$ cat src/rtl/cordic_pkg.sv
// Shared CORDIC definitions: sequencer state encoding and default iteration geometry,
// used by the sequencer, the datapath and the arctan ROM.
package cordic_pkg;

    localparam int CORDIC_N_ITER = 16;
    localparam int CORDIC_IW     = 4;

    typedef enum logic [2:0] {
        ST_IDLE      = 3'd0,
        ST_LOAD      = 3'd1,
        ST_RUN       = 3'd2,
        ST_WAIT_STEP = 3'd3,
        ST_DONE      = 3'd4
    } cordic_state_e;

endpackage

$ cat src/rtl/btn_edge_det.sv
// Rising-edge detector for a debounced step button: one registered step_req pulse
// per press, independent of how long the button is held.
module btn_edge_det (
    input  logic clk,
    input  logic reset,
    input  logic btn,
    output logic step_req
);

    logic r_b1;
    logic r_b2;
    logic r_step_req;

    // NOTE: reset is synchronous, so it lives inside the clocked branch, not the sensitivity list.
    always_ff @(posedge clk) begin
        if (reset) begin
            r_b1       <= 1'b0;
            r_b2       <= 1'b0;
            r_step_req <= 1'b0;
        end else begin
            r_b1       <= btn;
            r_b2       <= r_b1;
            r_step_req <= r_b1 & ~r_b2;
        end
    end

    assign step_req = r_step_req;

endmodule

$ cat src/rtl/cordic_seq_ctrl.sv
// CORDIC iteration sequencer: loads the datapath, then walks the arctan table index
// either free-running or one step per button press, with abort and done signalling.
module cordic_seq_ctrl
    import cordic_pkg::*;
#(
    parameter int N_ITER = CORDIC_N_ITER,
    parameter int IW     = CORDIC_IW
) (
    input  logic          clk,
    input  logic          reset,
    input  logic          start,
    input  logic          step_mode,
    input  logic          btn,
    input  logic          abort,
    output logic          ld,
    output logic          iter_en,
    output logic [IW-1:0] iter,
    output logic [IW:0]   iter_cnt,
    output logic          busy,
    output logic          done
);

    localparam int            CW        = IW + 1;
    localparam logic [IW-1:0] LAST_ITER = IW'(N_ITER - 1);
    localparam logic [IW:0]   MAX_CNT   = CW'(N_ITER);

    cordic_state_e r_state;
    logic [IW-1:0] r_iter;
    logic [IW:0]   r_iter_cnt;
    logic          r_step_mode;
    logic          w_step_req;
    logic          w_step;
    logic          w_last;

    btn_edge_det u_btn_edge_det (
        .clk      (clk),
        .reset    (reset),
        .btn      (btn),
        .step_req (w_step_req)
    );

    // A step happens every RUN cycle, or in WAIT_STEP only on a button pulse;
    // pulses arriving in any other state simply vanish.
    assign w_step = (r_state == ST_RUN) || ((r_state == ST_WAIT_STEP) && w_step_req);
    assign w_last = (r_iter == LAST_ITER);

    // NOTE: all state is updated with non-blocking assignments so every register sees pre-edge values.
    always_ff @(posedge clk) begin
        if (reset) begin
            r_state     <= ST_IDLE;
            r_iter      <= '0;
            r_iter_cnt  <= '0;
            r_step_mode <= 1'b0;
        end else begin
            case (r_state)
                ST_IDLE: begin
                    r_iter <= '0;
                    if (start && !abort) begin
                        r_state     <= ST_LOAD;
                        r_step_mode <= step_mode;
                        r_iter_cnt  <= '0;
                    end
                end
                ST_LOAD: begin
                    if (abort)            r_state <= ST_IDLE;
                    else if (r_step_mode) r_state <= ST_WAIT_STEP;
                    else                  r_state <= ST_RUN;
                end
                ST_RUN, ST_WAIT_STEP: begin
                    // The rotation performed this cycle still counts when aborting.
                    if (w_step && (r_iter_cnt != MAX_CNT))
                        r_iter_cnt <= r_iter_cnt + 1'b1;
                    if (abort) begin
                        r_state <= ST_IDLE;
                        r_iter  <= '0;
                    end else if (w_step) begin
                        if (w_last) r_state <= ST_DONE;
                        else        r_iter  <= r_iter + 1'b1;
                    end
                end
                ST_DONE: begin
                    r_state <= ST_IDLE;
                    r_iter  <= '0;
                end
                default: begin
                    r_state <= ST_IDLE;
                    r_iter  <= '0;
                end
            endcase
        end
    end

    assign ld       = (r_state == ST_LOAD);
    assign iter_en  = w_step;
    assign iter     = r_iter;
    assign iter_cnt = r_iter_cnt;
    assign busy     = (r_state == ST_LOAD) || (r_state == ST_RUN) || (r_state == ST_WAIT_STEP);
    assign done     = (r_state == ST_DONE);

endmodule

$ cat config.mk
export PLATFORM = sky130hd
export DESIGN_NAME = cordic_seq_ctrl
export DESIGN_NICKNAME = d
export VERILOG_FILES = /design/src/rtl/cordic_pkg.sv /design/src/rtl/btn_edge_det.sv /design/src/rtl/cordic_seq_ctrl.sv
export SDC_FILE = /design/constraint.sdc
export NUM_CORES = 1
export LEC_CHECK = 0
export ABC_AREA = 1
export CORE_ASPECT_RATIO = 2
export CORE_MARGIN = 10
export CORE_UTILIZATION = 27
export CTS_BUF_LIST = sky130_fd_sc_hd__clkbuf_8
export DETAILED_ROUTE_END_ITERATION = 6
export SLEW_MARGIN = 25
export SYNTH_ARGS = -nofsm -noshare
export SYNTH_HDL_FRONTEND = slang
export SYNTH_SLANG_ARGS = --single-unit
$ cat constraint.sdc
create_clock -name clk -period 2.4 [get_ports clk]
set_clock_uncertainty 0.1 [all_clocks]
set_input_delay 0.36 -clock clk [delete_from_list [all_inputs] [get_ports clk]]
set_output_delay 0.36 -clock clk [all_outputs]
set_load 0.02 [all_outputs]
### Word-level counts from Yosys, hierarchy flattened

Index checks and enable logic that the tools add are counted.

* register bits after elaboration: 16
* input port bits: 6
* output and inout port bits: 13
* logic and storage cells: 51

* add/subtract/negate cells: 2
* eq/ne operators: 11
* mux-type cells: 14
* bitwise gates (word level): 3
* reductions and logical operators: 14

Operator list (number)
* $mux W3: 4
* $mux W4: 3
* $mux W5: 2
* $pmux W5 S2: 1
* $ne A3 B3 Y1 const B: 3
* $pmux W3 S3: 1
* $reduce_and A3 Y1: 3
* $pmux W4 S2: 1
* $eq A3 B2 Y1 const B: 2
* $add A5 B1 Y5 const B: 1
* $ne A5 B5 Y1 const B: 1
* $add A4 B1 Y4 const B: 1
* $eq A4 B4 Y1 const B: 1
* $ne A2 B2 Y1 const B: 2
* $eq A3 B1 Y1 const B: 1
* $eq A3 B3 Y1 const B: 1
* $logic_and A1 B1 Y1: 3
* $logic_not A3 Y1: 1
* $logic_or A1 B1 Y1: 3
* $mux W2: 1
* $not A1 Y1: 2
* $reduce_and A2 Y1: 1
* $reduce_bool A2 Y1: 1
* $reduce_or A2 Y1: 1
* other kinds (3): 3

### Logic depth before layout (Yosys ltp)

* word-level depth: 6
* depth in mapped cells: 10
* mapped depth without buffers: 10

### By module

Synthesis repeated with hierarchy kept, for this count alone.

* cells, all modules: 124
* area total of the unflattened synthesis: 868.3 um2

Modules (own cells, without submodules)
* cordic_seq_ctrl: instances 1, cells an instance 115, area an instance 780.7 um2, seq. area each 260.2 um2
* btn_edge_det: instances 1, cells an instance 9, area an instance 87.6 um2, seq. area each 60.1 um2

### Least setup slack after synthesis

Ideal clock, no wire load.

* path type: reg-to-reg
* start point: reg r_iter_cnt[0] (netlist: iter_cnt[0])
* end point: reg r_iter_cnt[2] (netlist: iter_cnt[2])
* library setup time: 0.119 ns
* arrival time: 1.263 ns
* required time: 2.181 ns
* slack: 0.918 ns
* cell stages (with the launch flop): 11
* path buffers: 0
* clock period less this slack: 1.482 ns
* cell sequence: dfxtp_1 > inv_1 > ha_1 > inv_1 > nor2_1 > nand2_1 > nand2_4 > nand2_4 > nand2_1 > nand2_1 > a21oi_2

* word-level cells in the longest chain between the ends: 4
* elaborated cells between the ends (all ways): 7
* classes of those cells: add/sub: 1; eq/ne: 2; mux: 2; reduce/logical: 2

RTL lines
* start: declaration: line cordic_seq_ctrl.sv:29 `logic [IW:0] r_iter_cnt;`
* start signal: assignment: line cordic_seq_ctrl.sv:72 `r_iter_cnt <= r_iter_cnt + 1'b1;`
* branches (longest 4 deep; another with $add A5 B1 Y5)

Parallel ways; which one is timed is not known. The select of a mux whose other input is x is not followed.
A chain may end at the register's enable or synchronous reset.

### Worst setup path after layout

* start point: reg r_state[0]
* end point: out ld

* word-level cells in the longest chain between the ends: 1

RTL lines
* start: declaration: line cordic_seq_ctrl.sv:27 `cordic_state_e r_state;`
* start signal: assignment: line cordic_seq_ctrl.sv:50 `r_state <= ST_IDLE;`
* start signal: assignment: line cordic_seq_ctrl.sv:59 `r_state <= ST_LOAD;`
* start signal: assignment: line cordic_seq_ctrl.sv:65 `if (abort) r_state <= ST_IDLE;`
* $eq A3 B1 Y1: line cordic_seq_ctrl.sv:93 `assign ld = (r_state == ST_LOAD);`
* end: declaration: line cordic_seq_ctrl.sv:15 `output logic ld,`

No other way between the ends.

==> results.json <==
{
  "run_status": "finished, final reports clean",
  "grt_pass1_vias": 888,
  "period_minus_slack_ns": 2.05,
  "wirelength_mm": 2.13,
  "fmax_mhz": 487,
  "dieWidth_um": 62.1,
  "cts-buffers-inserted": 3,
  "rsz0062_at_grt": "false",
  "drive_gt1_share_pct": 22.1,
  "crit_required_ns": 1.94,
  "r2r_slack_ns": 0.87,
  "slew_violations": 0,
  "synth_seq_cells": 16,
  "io_pins": 19,
  "hold_end": "u_btn_edge_det.step_req",
  "switching_share_pct": 43.4,
  "htree_levels": 1,
  "hold_viol_final": 0,
  "critPathMaxFanout": 5,
  "clock_power_share_pct": 18.8,
  "cts_root_buf": "clkbuf_8",
  "core_um2": 3420,
  "start_kind": "register",
  "rows": 30,
  "period_share_pct": 85.5,
  "internal_power_w": 0.000725,
  "synth_fa_ha_area_share_pct": 3.93,
  "syn_area_um2": 956,
  "arrival_ns": 1.59,
  "synth_compound_area_share_pct": 9.55,
  "drc": 0,
  "dr.pass1.iters": 4,
  "diodes": 0,
  "vias_per_cell": 4.40,
  "setup_viol": 0,
  "worstReg2RegStart": "iter[0]",
  "hold_path_class": "register to register",
  "clk_latency_ns": 0.25,
  "yosys_warnings": 0,
  "routedWlPerCell_um": 10.8,
  "yosysTopAreaCell": "dfxtp_1",
  "yosysSeqAreaShare_pct": 33.5,
  "port_buffers": 18,
  "nets": 159,
  "cap_violations": 0,
  "yosysUniqueCellTypes": 25,
  "syn2layout_area_growth_pct": 30.0,
  "grt_max_degree": 11,
  "grt_usage_pct": 7.46,
  "ctsHoldBuffers": 0,
  "chipHeight_um": 104,
  "p_seq_share_pct": 30.2,
  "preCtsSetupSlack_ns": 0.614,
  "synth_area_per_cell_um2": 7.47,
  "slew_headroom_pct": 82.7,
  "p_per_area_nw_per_um2": 1030,
  "syn_inst": 128,
  "cts_tree": "done",
  "cts_resized": 0,
  "fin_setup_tns_ns": 0,
  "leakage_nw": 0.523,
  "antenna_found_initial": 0,
  "fillCellCount": 367,
  "peakVddDrop_uv": 582,
  "yosys_most_used_dff": "dfxtp_1",
  "drtIter0Drc": 7,
  "p_switching_w": 0.000555,
  "max_slew.worst_pin.slew_ns": 0.258,
  "yosysMostFrequentCell": "nand2_1",
  "clock_path_buffers": 2,
  "grt_overflow_total": 0,
  "synth_top_family_by_area": "simple AND/OR/NAND/NOR gates",
  "cts_setup_buffers": 0,
  "yosys.area_share.simple_pct": 42.4,
  "vias": 867,
  "final_antenna_net_count": 0,
  "dieArea_um2": 6460,
  "syn_nets": 137,
  "grt_pass1_wl_mm": 3.84,
  "synth-xor-area-share_pct": 0.916,
  "whs_path_depth": 1,
  "end_kind": "output pin",
  "regToRegEndpoint": "r_state[0]",
  "fin_ws_ns": 0.348,
  "dpl.hpwl_mm": 1.74,
  "p_comb_share_pct": 51.0,
  "synthTopCellsByArea": "dfxtp_1, nand2_1, nand3_1, nor2_1, nand2_4",
  "synth_edf_count": 0,
  "async_reset_ff_share_pct": 0,
  "hold_start": "u_btn_edge_det.r_b2",
  "synthTopCellsByCount": "nand2_1, nor2_1, dfxtp_1, nand3_1, inv_1",
  "gp_routability_congestion": 0.883,
  "path_clk_slew_ns": 0.06,
  "clock_sinks": 16,
  "synth_top_area_share_pct": 33.5,
  "ff2ff_path_depth": 7,
  "start_util_pct": 28.0,
  "crit_type": "register to output pin",
  "synth.mux.area_fraction_pct": 0
}
-- worst max-delay path, cell delays in order (launching register included) --
cell and delay, ns:
dfxtp_1 0.43, nand3_2 0.21, inv_1 0.10, clkdlybuf4s50_1 0.60
-- cells in the final DEF, fill, tap and decap left out --
cell type / count
nor3_1: 3
xnor2_1: 1
o21ai_0: 1
nor2_4: 1
nand2_2: 1
nor2_1: 18
buf_4: 1
o21ai_2: 1
a21boi_2: 1
nor2_2: 2
nand3_2: 5
nand3_1: 14
ha_1: 3
a21oi_1: 7
o21ai_1: 1
inv_1: 12
a21oi_2: 3
inv_2: 6
clkinv_4: 1
dfxtp_1: 16
clkbuf_8: 4
nand3_4: 1
nand4_1: 2
nand2_1: 20
nand2_4: 6
clkdlybuf4s50_1: 18
-- worst max-delay path by stage --
| stage | depth (start not counted) | start | endpoint |
|---|---|---|---|
| after global routing | 3 | r_state[0] | ld |
| after global placement | 3 | r_state[0] | ld |
| after detailed placement | 3 | r_state[0] | ld |
| after floorplan | 10 | iter_cnt[0] | iter_cnt[2] |
| final | 3 | r_state[0] | ld |
| after CTS | 3 | r_state[0] | ld |
-- final cells by class --
class                           instances  area (um2)  share of cell area [%]
Multi-Input combinational cell         91         543                    43.7
Sequential cell                        16         320                    25.8
Timing Repair Buffer                   19         188                    15.1
Inverter                               19        76.3                    6.14
Tap cell                               48        60.1                    4.83
Clock buffer                            4        55.1                    4.43
-- per-layer routing --
layer	track usage, %	up-vias	routed length, um
met5	0	-	0
met4	3.38	0	44
met3	2.44	5	158
met2	13.2	17	1160
met1	7.15	394	771
li1	-	451	-
-- power by group through the flow --
| stage | registers, W | logic, W | clock network [W] |
|---|---|---|---|
| after floorplan | 0.000420 | 0.000433 | 0 |
| after global placement | 0.000391 | 0.000652 | 0 |
| after detailed placement | 0.000394 | 0.000662 | 0 |
| after CTS | 0.000389 | 0.000666 | 0.000244 |
| after global routing | 0.000398 | 0.000741 | 0.000257 |
| final | 0.000387 | 0.000653 | 0.000240 |
-- sequential cells by signal, indices dropped and copies added, names as in the netlist --
name                     count
iter_cnt                     5
iter                         4
r_state                      3
r_step_mode                  1
u_btn_edge_det.r_b1          1
u_btn_edge_det.r_b2          1
u_btn_edge_det.step_req      1
-- stage by stage --
step                power [W]  cell area, um2  hold WS [ns]  std cells  utilization (%)
detailed placement    0.00106            1190         0.289        193             34.8
global placement      0.00104            1190         0.280        193             34.8
CTS                   0.00130            1240         0.298        197             36.4
finish                0.00128            1240         0.293        197             36.4
global route          0.00140            1240         0.303        197             36.4
floorplan            0.000853             956         0.274        128                -
-- cells by family (layout without fill, tap and decap cells) --
logic type,Yosys count,count (layout)
buffers and inverters,21,42
flip-flops,16,16
XOR/XNOR,1,1
AND/OR/NAND/NOR,73,73
adder cells (fa/ha/maj),3,3
AO/OA/AOI/OAI,14,14
Power figures use the tool's default switching activity.
